**config.mk**
```make
export PLATFORM = sky130hd
export DESIGN_NAME = dac_spi_ctrl
export DESIGN_NICKNAME = d
export VERILOG_FILES = /design/src/rtl/dac_spi_pkg.sv /design/src/rtl/dac_spi_ctrl_tick.sv /design/src/rtl/dac_spi_ctrl.sv
export SDC_FILE = /design/constraint.sdc
export NUM_CORES = 1
export LEC_CHECK = 0
export ABC_CLOCK_PERIOD_IN_PS = 1600
export CAP_MARGIN = 5
export CORE_ASPECT_RATIO = 0.8
export CORE_MARGIN = 5
export CORE_UTILIZATION = 47
export CTS_CLUSTER_SIZE = 24
export DETAILED_ROUTE_END_ITERATION = 6
export PLACE_DENSITY_LB_ADDON = 0.3
export SLEW_MARGIN = 20
export SYNTH_ARGS = -nofsm -noshare
export SYNTH_HDL_FRONTEND = slang
export SYNTH_SLANG_ARGS = --single-unit
export TNS_END_PERCENT = 100
```
**constraint.sdc**
```tcl
create_clock -name CLK -period 1.6 [get_ports CLK]
set_input_delay 0.16 -clock CLK [delete_from_list [all_inputs] [get_ports CLK]]
set_output_delay 0.16 -clock CLK [all_outputs]
set_load 0.01 [all_outputs]
```
**src/rtl/dac_spi_pkg.sv**
```systemverilog
// Shared types, frame layout and frame builder for the DAC serial-port master.
package dac_spi_pkg;

    localparam int FRAME_W = 16;
    localparam int DATA_W  = 8;
    localparam int RNW_BIT = 15;
    localparam int LEN_HI  = 14;
    localparam int LEN_LO  = 13;
    localparam int ADDR_HI = 12;
    localparam int ADDR_LO = 8;
    localparam int ADDR_W  = ADDR_HI - ADDR_LO + 1;

    typedef enum logic [2:0] {IDLE, SETUP, SHIFT, HOLD, GAP} state_e;

    // Single-byte frame: rnw, length 00, address, then write data (zero on reads).
    function automatic logic [FRAME_W-1:0] build_frame(input logic              rnw,
                                                       input logic [ADDR_W-1:0] addr,
                                                       input logic [DATA_W-1:0] wdata);
        logic [FRAME_W-1:0] f;
        f                  = '0;
        f[RNW_BIT]         = rnw;
        f[LEN_HI:LEN_LO]   = 2'b00;
        f[ADDR_HI:ADDR_LO] = addr;
        f[DATA_W-1:0]      = rnw ? '0 : wdata;
        return f;
    endfunction

endpackage

```
**src/rtl/dac_spi_ctrl_tick.sv**
```systemverilog
// SCLK half-period divider: counts 0..CLK_DIV-1 and pulses tick_o on the last count.
module dac_spi_tick
    import dac_spi_pkg::*;
#(
    parameter int CLK_DIV = 4
) (
    input  logic CLK,
    input  logic RST_N,
    input  logic clr_i,
    output logic tick_o
);

    localparam logic [7:0] TC = 8'(CLK_DIV - 1);

    logic [7:0] cnt_q, cnt_d;

    always_comb begin
        cnt_d = cnt_q + 8'd1;
        if (clr_i || (cnt_q == TC)) begin
            cnt_d = '0;
        end
    end

    always_ff @(posedge CLK or negedge RST_N) begin
        if (!RST_N) begin
            cnt_q <= '0;
        end else begin
            cnt_q <= cnt_d;
        end
    end

    assign tick_o = !clr_i && (cnt_q == TC);

endmodule

```
**src/rtl/dac_spi_ctrl.sv**
```systemverilog
// SPI mode-0 configuration master for the TX DAC: one 16-bit frame per request, one response each.
// Define DAC_SPI_READBACK_EN to enable register reads; otherwise every request is sent as a write.
//
// state | meaning
// IDLE  | ready for a request
// SETUP | sen low, bit 15 presented, one half-period
// SHIFT | 16 bit periods, low half then high half
// HOLD  | sen low, sclk low, one half-period
// GAP   | sen high, one half-period, response on the last cycle
module dac_spi_ctrl
    import dac_spi_pkg::*;
#(
    parameter int CLK_DIV = 4
) (
    input  logic              CLK,
    input  logic              RST_N,
    input  logic              req_valid,
    output logic              req_ready,
    input  logic              req_rnw,
    input  logic [ADDR_W-1:0] req_addr,
    input  logic [DATA_W-1:0] req_wdata,
    output logic              rsp_valid,
    output logic [DATA_W-1:0] rsp_rdata,
    output logic              dac_sclk,
    output logic              dac_sen,
    output logic              dac_smosi,
    input  logic              dac_smiso_i
);

    generate
        if (CLK_DIV < 2 || CLK_DIV > 255) begin : g_bad_clk_div
            $error("dac_spi_ctrl: CLK_DIV must be in 2..255");
        end
    endgenerate

    localparam logic [3:0] LAST_BIT = 4'(FRAME_W - 1);

    state_e             state_q, state_d;
    logic [FRAME_W-1:0] frame_q, frame_d;
    logic [3:0]         bit_q, bit_d;
    logic               phase_q, phase_d;
    logic               sclk_q, sclk_d;
    logic               sen_q, sen_d;
    logic               smosi_q, smosi_d;
    logic               rsp_valid_q, rsp_valid_d;
    logic               tick;
    logic               xfer;
    logic               rnw_eff;

    assign req_ready = (state_q == IDLE);
    assign xfer      = req_valid && req_ready;

    dac_spi_tick #(.CLK_DIV(CLK_DIV)) u_tick (
        .CLK    (CLK),
        .RST_N  (RST_N),
        .clr_i  (state_q == IDLE),
        .tick_o (tick)
    );

    always_comb begin
        state_d     = state_q;
        frame_d     = frame_q;
        bit_d       = bit_q;
        phase_d     = phase_q;
        sclk_d      = 1'b0;
        sen_d       = 1'b1;
        smosi_d     = 1'b0;
        rsp_valid_d = 1'b0;
        case (state_q)
            IDLE: begin
                if (xfer) begin
                    frame_d = build_frame(rnw_eff, req_addr, req_wdata);
                    bit_d   = '0;
                    phase_d = 1'b0;
                    state_d = SETUP;
                end
            end
            SETUP: begin
                sen_d   = 1'b0;
                smosi_d = frame_q[RNW_BIT];
                if (tick) state_d = SHIFT;
            end
            SHIFT: begin
                // Outputs are registered, so the bit index changes together with the falling edge.
                sen_d   = 1'b0;
                sclk_d  = phase_q;
                smosi_d = frame_q[LAST_BIT - bit_q];
                if (tick) begin
                    if (!phase_q) begin
                        phase_d = 1'b1;
                    end else begin
                        phase_d = 1'b0;
                        if (bit_q == LAST_BIT) begin
                            bit_d   = '0;
                            state_d = HOLD;
                        end else begin
                            bit_d = bit_q + 4'd1;
                        end
                    end
                end
            end
            HOLD: begin
                sen_d = 1'b0;
                if (tick) state_d = GAP;
            end
            GAP: begin
                if (tick) begin
                    state_d     = IDLE;
                    rsp_valid_d = 1'b1;
                end
            end
            default: state_d = IDLE;
        endcase
    end

    always_ff @(posedge CLK or negedge RST_N) begin
        if (!RST_N) begin
            state_q     <= IDLE;
            frame_q     <= '0;
            bit_q       <= '0;
            phase_q     <= 1'b0;
            sclk_q      <= 1'b0;
            sen_q       <= 1'b1;
            smosi_q     <= 1'b0;
            rsp_valid_q <= 1'b0;
        end else begin
            state_q     <= state_d;
            frame_q     <= frame_d;
            bit_q       <= bit_d;
            phase_q     <= phase_d;
            sclk_q      <= sclk_d;
            sen_q       <= sen_d;
            smosi_q     <= smosi_d;
            rsp_valid_q <= rsp_valid_d;
        end
    end

`ifdef DAC_SPI_READBACK_EN
    logic              rise_q;
    logic [DATA_W-1:0] rx_q;
    logic [DATA_W-1:0] rsp_rdata_q;

    assign rnw_eff = req_rnw;

    // rise_q marks the first cycle sclk is high; only the last eight samples survive the shift.
    always_ff @(posedge CLK or negedge RST_N) begin
        if (!RST_N) begin
            rise_q      <= 1'b0;
            rx_q        <= '0;
            rsp_rdata_q <= '0;
        end else begin
            rise_q <= sclk_d && !sclk_q;
            if (state_q == IDLE) begin
                rx_q <= '0;
            end else if (rise_q) begin
                rx_q <= {rx_q[DATA_W-2:0], dac_smiso_i};
            end
            if (state_q == GAP && tick) begin
                rsp_rdata_q <= frame_q[RNW_BIT] ? rx_q : '0;
            end
        end
    end

    assign rsp_rdata = rsp_rdata_q;
`else
    logic unused_readback;

    assign rnw_eff         = 1'b0;
    assign unused_readback = req_rnw ^ dac_smiso_i;
    assign rsp_rdata       = '0;
`endif

    assign rsp_valid = rsp_valid_q;
    assign dac_sclk  = sclk_q;
    assign dac_sen   = sen_q;
    assign dac_smosi = smosi_q;

endmodule
```
==> results.yml <==
status:
  outcome: "finished, final reports clean"
worst_setup_path:
  crit_top_cell: "buf_4"
  max_stage_delay_ns: 0.40
  arrival_ns: 1.74
  worstSetupPathType: "reg2reg"
  end_kind: "register"
  crit_chain: "ha_2 > nor4b_4 > buf_4 > buf_4 > a21oi_2 > o22ai_1 > a22o_1"
  worstPathMaxFanout: 3
  crit_slowest_cell: "dfrtp_1"
  worst_setup_path_start_kind: "register"
  required_ns: 1.78
  r2r_setup_slack_ns: 0.04
global_route:
  grt_max_degree: 34
  antenna_found_initial: 0
  grt_pass1_wl_um: 5550
  grt_overflow: 0
  track_usage_pct: 14.1
  grt_pass1_vias: 1217
yosys:
  syn_inst: 146
  yosysSeqAreaShare_pct: 47.9
  ys_warn_count: 0
  synth_ff_type: "dfrtp_1"
  syn_area_per_cell_um2: 11.8
  synth_top_area_cell: "dfrtp_1"
  ys_ff_latch: 33
  ys_types: 45
  syn_area_mm2: 0.00173
  synth_edf_count: 0
  synthTopCellsByArea: "dfrtp_1 46%, mux2_4 8.7%, buf_4 3.9%"
  synth.top_cell.area_share_pct: 46.4
  async_reset_ff_share_pct: 100
placement:
  dpl.cell_count: 209
  finalWeightedCongestion: 0.812
  portBuffers: 20
  hpwl_um: 2240
clock_network:
  cts-root-buf: "clkbuf_8"
  cts_hold_buf: 0
  clock_path_buffers: 2
  clk_latency_ns: 0.28
  cts_tree: "done"
  cts.sinks: 33
  cts.htree.levels: 2
  clk_pin_slew_ns: 0.07
  cts_buffers: 5
power_and_ir_drop:
  max-vdd-ir-drop_mv: 0.727
  power_mw: 2.98
  sequentialPowerShare_pct: 41.7
  p_leak_nw: 0.945
  switching_share_pct: 31.0
  p_sw_mw: 0.925
  p_int_mw: 2.06
  powerDensity_mw_per_mm2: 1400
  comb_power_share_pct: 38.5
  clkPwrFrac_pct: 19.9
cells_and_area:
  drive_gt1_share_pct: 32.4
  finalNonFillerCells: 224
  nNetsFinal: 201
  final_util_pct: 61.1
  diodes: 0
  syn_to_final_growth_pct: 23.8
  nFillCells: 273
route:
  antenna_left: 0
  wl_per_cell_um: 14.3
  vias: 1161
  first_pass_iters: 4
  via_per_inst: 5.18
  routed_wirelength_um: 3210
  drcViolationCount: 0
  drt_iter0_drc: 44
timing:
  fin_skew_ns: 0.00635
  rsz0062_at_grt: "true"
  period_share_pct: 97.7
  fmax_mhz: 640
  min_period_ns: 1.56
  hold_violations: 0
  setup_violations: 0
  slew_viol_final: 0
  tns_ns: 0
floorplan:
  die_w_um: 77.7
  rows: 19
  core_mm2: 0.00349
  die_area_mm2: 0.00499
  die_y_um: 64.2
  start_util_pct: 49.4
  io_pins: 31
flow_run:
  drv_cap: 0
hold_path:
  hold_class: "in2async"
[metal layers]
layer	part of all wire (%)	up-vias	GRT usage (%)
li1	-	560	-
met5	0	-	0
met4	2.0	0	6.65
met2	48	27	22.8
met1	45	566	17.2
met3	5.1	8	4.49
[through the flow]
| stage | instance area, µm² | hold WS [ns] | setup slack, ns |
|---|---|---|---|
| after floorplan | 1750 | -0.136 | 0.0668 |
| final | 2140 | 0.273 | 0.0363 |
| after global routing | 2140 | 0.323 | -0.0571 |
| after detailed placement | 1980 | 0.487 | -0.0183 |
| after global placement | 1980 | 0.492 | 0.00693 |
| after CTS | 2100 | 0.282 | 0.00802 |
[flip-flops by register name, summed over array words and instances, names as in the netlist]
register,count
dac_smosi,1
bit_q,4
rsp_valid,1
dac_sclk,1
u_tick.cnt_q,8
dac_sen,1
phase_q,1
state_q,3
frame_q,13
[area by class of cell]
class | instances | area (µm²) | area share (%)
sequential | 33 | 832 | 39.0
multi-input combinational | 99 | 807 | 37.8
timing repair buffer | 38 | 347 | 16.2
clock buffer | 6 | 72.6 | 3.40
tap | 42 | 52.6 | 2.46
inverter | 4 | 15.0 | 0.703
clock inverter | 2 | 10.0 | 0.469
[cells in the final DEF, fill, tap and decap left out, types with 3 or more instances in the layout]
| cell | instances |
|---|---|
| nand3_1 | 8 |
| xnor2_1 | 3 |
| nor2_1 | 11 |
| dfrtp_1 | 28 |
| mux2i_1 | 3 |
| a21oi_1 | 3 |
| nand2_1 | 8 |
| mux2_4 | 10 |
| clkbuf_8 | 5 |
| buf_4 | 17 |
| inv_1 | 4 |
| dfrtp_2 | 4 |
| o22ai_1 | 3 |
| clkdlybuf4s50_1 | 19 |
| conb_1 | 8 |
| xor2_1 | 4 |
| mux2_2 | 3 |
[what timing repair did]
| item | 4_1_cts | 5_1_grt |
|---|---|---|
| resized for setup | 4 | 6 |
| pin swaps | 1 | 3 |
| buffers inserted | 4 | 3 |
| endpoints found under the setup margin | 2 | 15 |
[cell usage after synthesis, types with 2 or more instances]
| master | number |
|---|---|
| o21ai_1 | 2 |
| mux2i_1 | 3 |
| a22o_1 | 2 |
| o22ai_1 | 3 |
| mux4_2 | 2 |
| nand2_1 | 8 |
| nor4b_4 | 2 |
| dfrtp_1 | 32 |
| and3_1 | 2 |
| xor2_1 | 4 |
| and2_1 | 2 |
| nor3_1 | 2 |
| nor2_1 | 11 |
| o21ai_0 | 2 |
| nand3_1 | 8 |
| clkbuf_1 | 2 |
| buf_6 | 3 |
| buf_4 | 9 |
| a21oi_1 | 4 |
| inv_1 | 4 |
| mux2_4 | 10 |
| ha_1 | 2 |
| xnor2_1 | 3 |
| mux2_2 | 3 |
[path summary, 6_finish.rpt]
check	start	endpoint	cells past startpoint
min	RST_N	rsp_valid	2
min reg2reg	frame_q[12]	frame_q[12]	1
max reg2reg	u_tick.cnt_q[0]	bit_q[1]	7
max in group asynchronous	RST_N	bit_q[1]	2
min in group CLK	req_wdata[5]	frame_q[5]	2
max	u_tick.cnt_q[0]	bit_q[1]	7
[cell families after synthesis]
kind of cell,share of synthesized area [%]
buf+inv,7.98
other cells,0.217
fa+ha+maj,1.45
simple gates,15.7
flops,47.9
mux,15.0
xor+xnor,3.55
compound gates,8.20
[power by group through the flow]
stage	Sequential, mW	Clock [mW]	Combinational [mW]
5_1_grt	1.27	0.652	1.26
3_3_place_gp	1.24	0	0.976
3_5_place_dp	1.25	0	1.02
2_1_floorplan	1.18	0	0.765
4_1_cts	1.24	0.613	1.08
6_report	1.24	0.593	1.15
[worst max-delay path: cells and delay by family (launching register included)]
family	cells	cell delay [ns]
AO/OA/AOI/OAI	3	0.42
adder cells (fa/ha/maj)	1	0.21
buffers and inverters	2	0.28
flip-flops	1	0.40
AND/OR/NAND/NOR	1	0.14
Power figures use the tool's default switching activity.
